File: src/rtl/binario_bcd.sv
// Sequential double-dabble binary-to-BCD converter, one shift-and-add-3 step per clock.
// Optional build macro ZERO_BLANK_EN: leading zero digits are output as 4'hF (segments off).
module binario_bcd #(
  parameter int WIDTH  = 16,
  parameter int DIGITS = 5
) (
  input  logic                  clock,
  input  logic                  reset,
  input  logic                  inicio,
  input  logic [WIDTH-1:0]      entrada,
  output logic [4*DIGITS-1:0]   digitos,
  output logic                  ocupado,
  output logic                  pronto,
  output logic                  estouro
);

  localparam int CW = $clog2(WIDTH + 1);
  localparam int BW = 4 * DIGITS;

  localparam logic [1:0] OCIOSO   = 2'd0;
  localparam logic [1:0] CONVERTE = 2'd1;
  localparam logic [1:0] FIM      = 2'd2;

`ifdef ZERO_BLANK_EN
  function automatic logic [BW-1:0] formata(input logic [BW-1:0] v);
    logic [BW-1:0] r;
    logic          lider;
    r     = v;
    lider = 1'b1;
    for (int k = DIGITS - 1; k >= 1; k--) begin
      if (lider && (v[4*k +: 4] == 4'd0)) begin
        r[4*k +: 4] = 4'hF;
      end else begin
        lider = 1'b0;
      end
    end
    return r;
  endfunction
`else
  function automatic logic [BW-1:0] formata(input logic [BW-1:0] v);
    return v;
  endfunction
`endif

  localparam logic [BW-1:0] DIG_RST = formata({BW{1'b0}});

  logic [1:0]       estado_r;
  logic [WIDTH-1:0] bin_r;
  logic [BW-1:0]    bcd_r;
  logic             ovf_r;
  logic [CW-1:0]    cnt_r;
  logic [BW-1:0]    digitos_r;
  logic             ocupado_r;
  logic             pronto_r;
  logic             estouro_r;

  logic [BW-1:0]    adj_s;
  logic [BW-1:0]    bcd_nx_s;
  logic [WIDTH-1:0] bin_nx_s;
  logic             ovf_nx_s;

  // One double-dabble iteration: add 3 to digits >= 5, then shift {bcd, bin} left.
  always_comb begin
    adj_s = bcd_r;
    for (int k = 0; k < DIGITS; k++) begin
      if (bcd_r[4*k +: 4] >= 4'd5) begin
        adj_s[4*k +: 4] = bcd_r[4*k +: 4] + 4'd3;
      end else begin
        adj_s[4*k +: 4] = bcd_r[4*k +: 4];
      end
    end
    bcd_nx_s = {adj_s[BW-2:0], bin_r[WIDTH-1]};
    bin_nx_s = bin_r << 1;
    ovf_nx_s = ovf_r | adj_s[BW-1];
  end

  // Control FSM, datapath registers and registered outputs.
  always_ff @(posedge clock) begin
    if (reset) begin
      estado_r  <= OCIOSO;
      bin_r     <= {WIDTH{1'b0}};
      bcd_r     <= {BW{1'b0}};
      ovf_r     <= 1'b0;
      cnt_r     <= {CW{1'b0}};
      digitos_r <= DIG_RST;
      ocupado_r <= 1'b0;
      pronto_r  <= 1'b0;
      estouro_r <= 1'b0;
    end else begin
      pronto_r <= 1'b0;
      case (estado_r)
        OCIOSO, FIM: begin
          if (inicio) begin
            bin_r     <= entrada;
            bcd_r     <= {BW{1'b0}};
            ovf_r     <= 1'b0;
            cnt_r     <= CW'(WIDTH);
            ocupado_r <= 1'b1;
            estado_r  <= CONVERTE;
          end else begin
            estado_r  <= OCIOSO;
          end
        end
        CONVERTE: begin
          bin_r <= bin_nx_s;
          bcd_r <= bcd_nx_s;
          ovf_r <= ovf_nx_s;
          cnt_r <= cnt_r - CW'(1);
          // The step that empties the counter publishes the result directly.
          if (cnt_r == CW'(1)) begin
            digitos_r <= formata(bcd_nx_s);
            estouro_r <= ovf_nx_s;
            ocupado_r <= 1'b0;
            pronto_r  <= 1'b1;
            estado_r  <= FIM;
          end else begin
            estado_r  <= CONVERTE;
          end
        end
        default: begin
          estado_r  <= OCIOSO;
          ocupado_r <= 1'b0;
        end
      endcase
    end
  end

  assign digitos = digitos_r;
  assign ocupado = ocupado_r;
  assign pronto  = pronto_r;
  assign estouro = estouro_r;

endmodule

File: config.mk
export PLATFORM = sky130hd
export DESIGN_NAME = binario_bcd
export DESIGN_NICKNAME = d
export VERILOG_FILES = /design/src/rtl/binario_bcd.sv
export SDC_FILE = /design/constraint.sdc
export NUM_CORES = 1
export LEC_CHECK = 0
export ABC_CLOCK_PERIOD_IN_PS = 1900
export BUFFER_PORTS_ARGS = -buffer_cell sky130_fd_sc_hd__buf_2
export CAP_MARGIN = 25
export CORE_MARGIN = 1
export CORE_UTILIZATION = 55
export CTS_CLUSTER_SIZE = 14
export DETAILED_ROUTE_END_ITERATION = 7
export PLACE_DENSITY = 0.77
export SLEW_MARGIN = 30
export SYNTH_ARGS = -nofsm -noshare
export SYNTH_HDL_FRONTEND = slang
export SYNTH_SLANG_ARGS = --single-unit
File: constraint.sdc
create_clock -name clock -period 1.9 [get_ports clock]
set_input_delay 0.38 -clock clock [delete_from_list [all_inputs] [get_ports clock]]
set_output_delay 0.38 -clock clock [all_outputs]
set_load 0.01 [all_outputs]
Word-level counts from Yosys, hierarchy flattened
Cells that the tools add are included.

storage, ports and cells
  word-level logic and storage cells = 54
  flip-flop bits (word level) = 67

operators by class
  reductions and logical operators = 7
  $add $sub $neg = 6
  bitwise operators = 2
  equality and inequality tests = 5
  mux-type cells = 20
  order comparisons = 5

operators by type and width
  kind                 number
  $pmux 20 s2          1
  $pmux 16 s2          1
  $add 4x2->4 const B  5
  $ge 4x3->1 const B   5
  $mux 20              1
  $mux 4               5
  $mux 16              1
  $pmux 5 s2           1
  $reduce_and 2->1     3
  $eq 5x1->1 const B   1
  $mux 1               5
  $mux 5               1
  $sub 5x1->5 const B  1
  $ne 2x2->1 const B   2
  $pmux 1 s2           2
  $pmux 2 s2           1
  $reduce_or 2->1      2
  $eq 2x1->1 const B   1
  $eq 2x2->1 const B   1
  $logic_not 2->1      1
  $mux 2               1
  $reduce_bool 2->1    1
  $not 1->1            1
  $or 1x1->1           1

Logic depth before layout (Yosys ltp)
  depth in word-level cells = 4
  depth in mapped cells = 7

Worst setup path before layout
Ideal clock, no wire load.

  path kind = flip-flop to flip-flop
  from = register cnt_r[0]
  to = register digitos_r[10] (netlist: digitos[10])
  arrival time = 1598 ps
  clock period less this slack = 1671 ps
  cell stages (with the launch flop) = 6
  slack = 229 ps
  cells stage by stage = dfxtp_1 -> ha_1 -> or4b_4 -> or3_1 -> buf_6 -> o22ai_2

on the way
  longest elaborated chain between the ends = 2

RTL lines
  item                               line  source
  start: declaration                 51    logic [CW-1:0] cnt_r;
  start signal: assignment           84    cnt_r <= {CW{1'b0}};
  start signal: assignment           97    cnt_r <= CW'(WIDTH);
  start signal: assignment           108   cnt_r <= cnt_r - CW'(1);
  $eq 5x1->1                         110   if (cnt_r == CW'(1)) begin
  $reduce_and 2->1 (no source line)  --
  end signal: assignment             111   digitos_r <= formata(bcd_nx_s);
  end: declaration                   52    logic [BW-1:0] digitos_r;

No other way between the ends.
A chain may end at the register's enable or synchronous reset.

Worst setup path after layout
  from = register cnt_r[1]
  to = register digitos_r[16] (netlist: digitos[16])

Same word-level chain as after synthesis.

==> impl_metrics.prom <==
# TYPE chip_impl_metric gauge
chip_impl_metric{name="synth.yosys.seq_area_share",unit=""} 0.454
chip_impl_metric{name="fp.dieH",unit="um"} 75.3
chip_impl_metric{name="synthToLayoutAreaGrowth",unit="%"} 18.9
chip_impl_metric{name="cts_inserted_buffers",unit=""} 9
chip_impl_metric{name="first_pass_iters",unit=""} 4
chip_impl_metric{name="io_pins",unit=""} 42
chip_impl_metric{name="postSynthRegisterBits",unit=""} 67
chip_impl_metric{name="fp-row-count",unit=""} 26
chip_impl_info{name="clockRootBuffer",value="sky130_fd_sc_hd__clkbuf_8"} 1
chip_impl_metric{name="swShare",unit=""} 0.233
chip_impl_metric{name="dieArea",unit="mm2"} 0.00566
chip_impl_info{name="netlist_top_cells_area",value="sky130_fd_sc_hd__dfxtp_1, sky130_fd_sc_hd__a21oi_1, sky130_fd_sc_hd__ha_1"} 1
chip_impl_metric{name="clkPwrFrac",unit=""} 0.432
chip_impl_metric{name="number_of_placed_cells_counting_well_taps",unit=""} 436
chip_impl_metric{name="totalWireLength",unit="mm"} 6.32
chip_impl_metric{name="report.final.hold_viol_count",unit=""} 0
chip_impl_metric{name="synth.net_count",unit=""} 366
chip_impl_metric{name="post-route-min-period",unit="ns"} 1.79
chip_impl_metric{name="finalClockSkew",unit="ns"} 0.00720
chip_impl_metric{name="final_min_period_over_clock_period",unit=""} 0.945
chip_impl_metric{name="critPathBufInv",unit=""} 2
chip_impl_metric{name="static-leakage-power",unit="nW"} 1.35
chip_impl_metric{name="whs",unit="ns"} 0.288
chip_impl_metric{name="numPortBuffers",unit=""} 41
chip_impl_info{name="yosys_most_used_dff",value="sky130_fd_sc_hd__dfxtp_1"} 1
chip_impl_info{name="synth_top_family_by_area",value="compound AO/OA/AOI/OAI gates"} 1
chip_impl_metric{name="postSynth.asyncResetShare",unit=""} 0
chip_impl_metric{name="post_synthesis_xor_xnor_area_fraction",unit=""} 0.0148
chip_impl_metric{name="yosys.cell_types.count",unit=""} 35
chip_impl_metric{name="timing_worst_slew_pin_value",unit="ns"} 0.896
chip_impl_metric{name="maxCapViolations",unit=""} 0
chip_impl_metric{name="yosys_warning_count",unit=""} 0
chip_impl_metric{name="pwrdens",unit="mW/mm2"} 882
chip_impl_metric{name="grt_antenna_before_repair",unit=""} 0
chip_impl_metric{name="drc_errors",unit=""} 0
chip_impl_metric{name="wl_per_cell",unit="um"} 14.0
chip_impl_metric{name="syn_area",unit="mm2"} 0.00295
chip_impl_metric{name="clk_pin_slew",unit="ns"} 0.07
chip_impl_metric{name="cts.sink_count",unit=""} 67
chip_impl_info{name="worst_setup_path_start_kind",value="register"} 1
chip_impl_metric{name="synth.area.mux_share",unit=""} 0.0259
chip_impl_metric{name="globalRoute.totalOverflow",unit=""} 0
chip_impl_metric{name="tns",unit="ns"} 0
chip_impl_metric{name="cts_setup_buffers",unit=""} 0
chip_impl_metric{name="globalplace.congestion",unit=""} 0.841
chip_impl_metric{name="maxSlewViolCount",unit=""} 0
chip_impl_metric{name="report.final.setup_viol",unit=""} 0
chip_impl_metric{name="starting_density",unit=""} 0.574
chip_impl_metric{name="p_seq_frac",unit=""} 0.480
chip_impl_metric{name="place_ws",unit="ns"} -0.0218
chip_impl_metric{name="worst_ir_drop_vdd",unit="uV"} 694
chip_impl_metric{name="synth_compound_area_frac",unit=""} 0.228
chip_impl_metric{name="groute.usage.overall",unit=""} 0.244
chip_impl_metric{name="p_sw",unit="mW"} 0.720
chip_impl_metric{name="pwr-share-comb",unit=""} 0.089
chip_impl_info{name="cts_tree",value="yes"} 1
chip_impl_info{name="worst_setup_path_end_kind",value="register"} 1
chip_impl_metric{name="initialDrtViolationCount",unit=""} 156
chip_impl_metric{name="arrival",unit="ns"} 2.04
chip_impl_metric{name="finalNetCount",unit=""} 409
chip_impl_metric{name="ctsHtreeMaxLevel",unit=""} 3
chip_impl_metric{name="clock_insertion_delay_worst_skew",unit="ns"} 0.34
chip_impl_metric{name="synth_fa_ha_area_frac",unit=""} 0.0509
chip_impl_metric{name="postLayoutSetupSlackWorst",unit="ns"} 0.105
chip_impl_metric{name="cpPeakStageDelay",unit="ns"} 0.50
chip_impl_info{name="cpLargestDelayFamily",value="simple AND/OR/NAND/NOR gates"} 1
chip_impl_metric{name="cts_max_path_buffers",unit=""} 2
chip_impl_metric{name="synth-simple-area-share",unit=""} 0.175
chip_impl_metric{name="ant_nets",unit=""} 0
chip_impl_info{name="netlist_top_cells_count",value="sky130_fd_sc_hd__dfxtp_1, sky130_fd_sc_hd__a21oi_1, sky130_fd_sc_hd__nand2_1, sky130_fd_sc_hd__nor2_1, sky130_fd_sc_hd__o21ai_0"} 1
chip_impl_info{name="run_status",value="completed"} 1
chip_impl_info{name="timing_worst_setup_path_type",value="register to register"} 1
chip_impl_metric{name="achievable-frequency",unit="MHz"} 557
chip_impl_metric{name="synth_cells",unit=""} 335
chip_impl_metric{name="cts_hold_buffers",unit=""} 0
chip_impl_info{name="crit_chain",value="inv_1, ha_1, or4b_4, nor2_4, buf_12, nor2_1, a211oi_1"} 1
chip_impl_metric{name="synth_top_area_frac",unit=""} 0.454
chip_impl_metric{name="die_width",unit="um"} 75.3
chip_impl_metric{name="filler_cell_count",unit=""} 447
chip_impl_metric{name="vias_in_the_first_global_route",unit=""} 2314
chip_impl_metric{name="routed-via-count",unit=""} 2536
chip_impl_metric{name="largest_net_degree_at_the_start_of_global_routing",unit=""} 34
chip_impl_metric{name="worst-path-max-fanout",unit=""} 16
chip_impl_metric{name="vias_per_cell",unit=""} 5.60
chip_impl_metric{name="number_of_synthesized_flops_with_an_enable_pin",unit=""} 0
chip_impl_metric{name="hpwl_after_detailed_placement",unit="mm"} 4.10
chip_impl_info{name="synth_area_leader_cell",value="sky130_fd_sc_hd__dfxtp_1"} 1
chip_impl_metric{name="power.total",unit="mW"} 3.09
chip_impl_info{name="hp-class",value="input pin to register"} 1
chip_impl_metric{name="maxSlewHeadroom",unit=""} 0.398
chip_impl_metric{name="syn_avg_cell_area",unit="um2"} 8.81
chip_impl_metric{name="required",unit="ns"} 2.15
chip_impl_metric{name="grt_first_pass_wirelength",unit="mm"} 10.3
chip_impl_metric{name="core",unit="mm2"} 0.00514
chip_impl_info{name="synth.most_common_cell",value="sky130_fd_sc_hd__dfxtp_1"} 1
chip_impl_metric{name="antenna_cells",unit=""} 0
chip_impl_metric{name="drive_above_1_share",unit=""} 0.222
chip_impl_metric{name="stdcell_count",unit=""} 453
chip_impl_metric{name="cellInternalPower",unit="mW"} 2.37
chip_impl_info{name="critPathSlowestCell",value="sky130_fd_sc_hd__or4b_4"} 1
[power groups by stage]
stage                     clock (mW)  sequential (mW)  combinational [mW]
after floorplan                    0             1.51               0.175
after CTS                       1.36             1.48               0.270
after global placement             0             1.51               0.261
after detailed placement           0             1.51               0.268
after global routing            1.42             1.49               0.305
final                           1.33             1.48               0.275
[routing by layer]
metal	track usage	up-vias	part of all wire	routed length [um]
li1	-	1267	-	-
met1	0.288	1202	0.45	2820
met2	0.423	60	0.50	3160
met3	0.0817	7	0.044	277
met4	0.0700	0	0.011	70
met5	0	-	0	0
[cells by family (layout without fill, tap and decap cells)]
kind of cell    after synthesis  in the layout
flops                        67             67
simple gates                103            103
mux                           7              7
fa+ha+maj                    12             12
xor+xnor                      5              5
compound gates              106            106
buf+inv                      35             83
[tightest hold or removal path, delay by kind of cell]
kind	cells	cell delay [ns]
compound gates	1	0.07
buf+inv	1	0.08
simple gates	1	0.07
[placed cells by master (no fill, tap or decap), types with 2 or more instances in the layout]
| cell | instances |
|---|---|
| sky130_fd_sc_hd__dfxtp_1 | 67 |
| sky130_fd_sc_hd__a21oi_1 | 41 |
| sky130_fd_sc_hd__buf_2 | 41 |
| sky130_fd_sc_hd__nand2_1 | 31 |
| sky130_fd_sc_hd__nor2_1 | 25 |
| sky130_fd_sc_hd__o21ai_0 | 23 |
| sky130_fd_sc_hd__a22oi_1 | 17 |
| sky130_fd_sc_hd__nand2b_1 | 16 |
| sky130_fd_sc_hd__inv_1 | 13 |
| sky130_fd_sc_hd__ha_1 | 12 |
| sky130_fd_sc_hd__nor3b_1 | 11 |
| sky130_fd_sc_hd__clkbuf_8 | 11 |
| sky130_fd_sc_hd__buf_4 | 10 |
| sky130_fd_sc_hd__a211oi_1 | 9 |
| sky130_fd_sc_hd__nor3_1 | 7 |
| sky130_fd_sc_hd__o22ai_2 | 7 |
| sky130_fd_sc_hd__xnor2_1 | 5 |
| sky130_fd_sc_hd__mux2_2 | 5 |
| sky130_fd_sc_hd__nand3_1 | 5 |
| sky130_fd_sc_hd__a311oi_1 | 3 |
| sky130_fd_sc_hd__mux2i_1 | 2 |
| sky130_fd_sc_hd__a22o_1 | 2 |
| sky130_fd_sc_hd__clkinv_2 | 2 |
| sky130_fd_sc_hd__a21o_1 | 2 |
| sky130_fd_sc_hd__bufinv_16 | 2 |
[area by class of cell]
cell class	count	area, um2	area share
Tap cell	70	87.6	0.0250
Timing Repair Buffer	53	325	0.0927
Inverter	14	53.8	0.0153
Sequential cell	67	1340	0.382
Clock buffer	12	155	0.0442
Multi-Input combinational cell	233	1470	0.420
Clock inverter	4	72.6	0.0207
[per-stage QoR]
stage / cell area (um2) / utilization
after floorplan: 2950 / -
after global placement: 3250 / 0.631
after detailed placement: 3250 / 0.631
after CTS: 3480 / 0.677
after global routing: 3510 / 0.683
final: 3510 / 0.683
[sequential cells by signal (all words and copies together) (netlist names)]
register / count
cnt_r: 5
pronto: 1
bin_r: 16
estado_r: 2
ovf_r: 1
ocupado: 1
digitos: 20
estouro: 1
bcd_r: 20
[timing repair]
action | 4_1_cts | 5_1_grt
gates resized for setup | 1 | 1
cloned | 0 | 1
setup endpoints to repair | 9 | 3
[path summary, 6_finish.rpt]
path	from	end	slack [ns]	cells past startpoint
worst max-delay path	cnt_r[1]	digitos[16]	0.11	7
worst max register to register	cnt_r[1]	digitos[16]	0.11	7
worst min register to register	bin_r[14]	bin_r[14]	0.46	2
worst min-delay path	entrada[0]	bin_r[0]	0.29	3
Note: power is estimated with default switching activity, not from simulation.
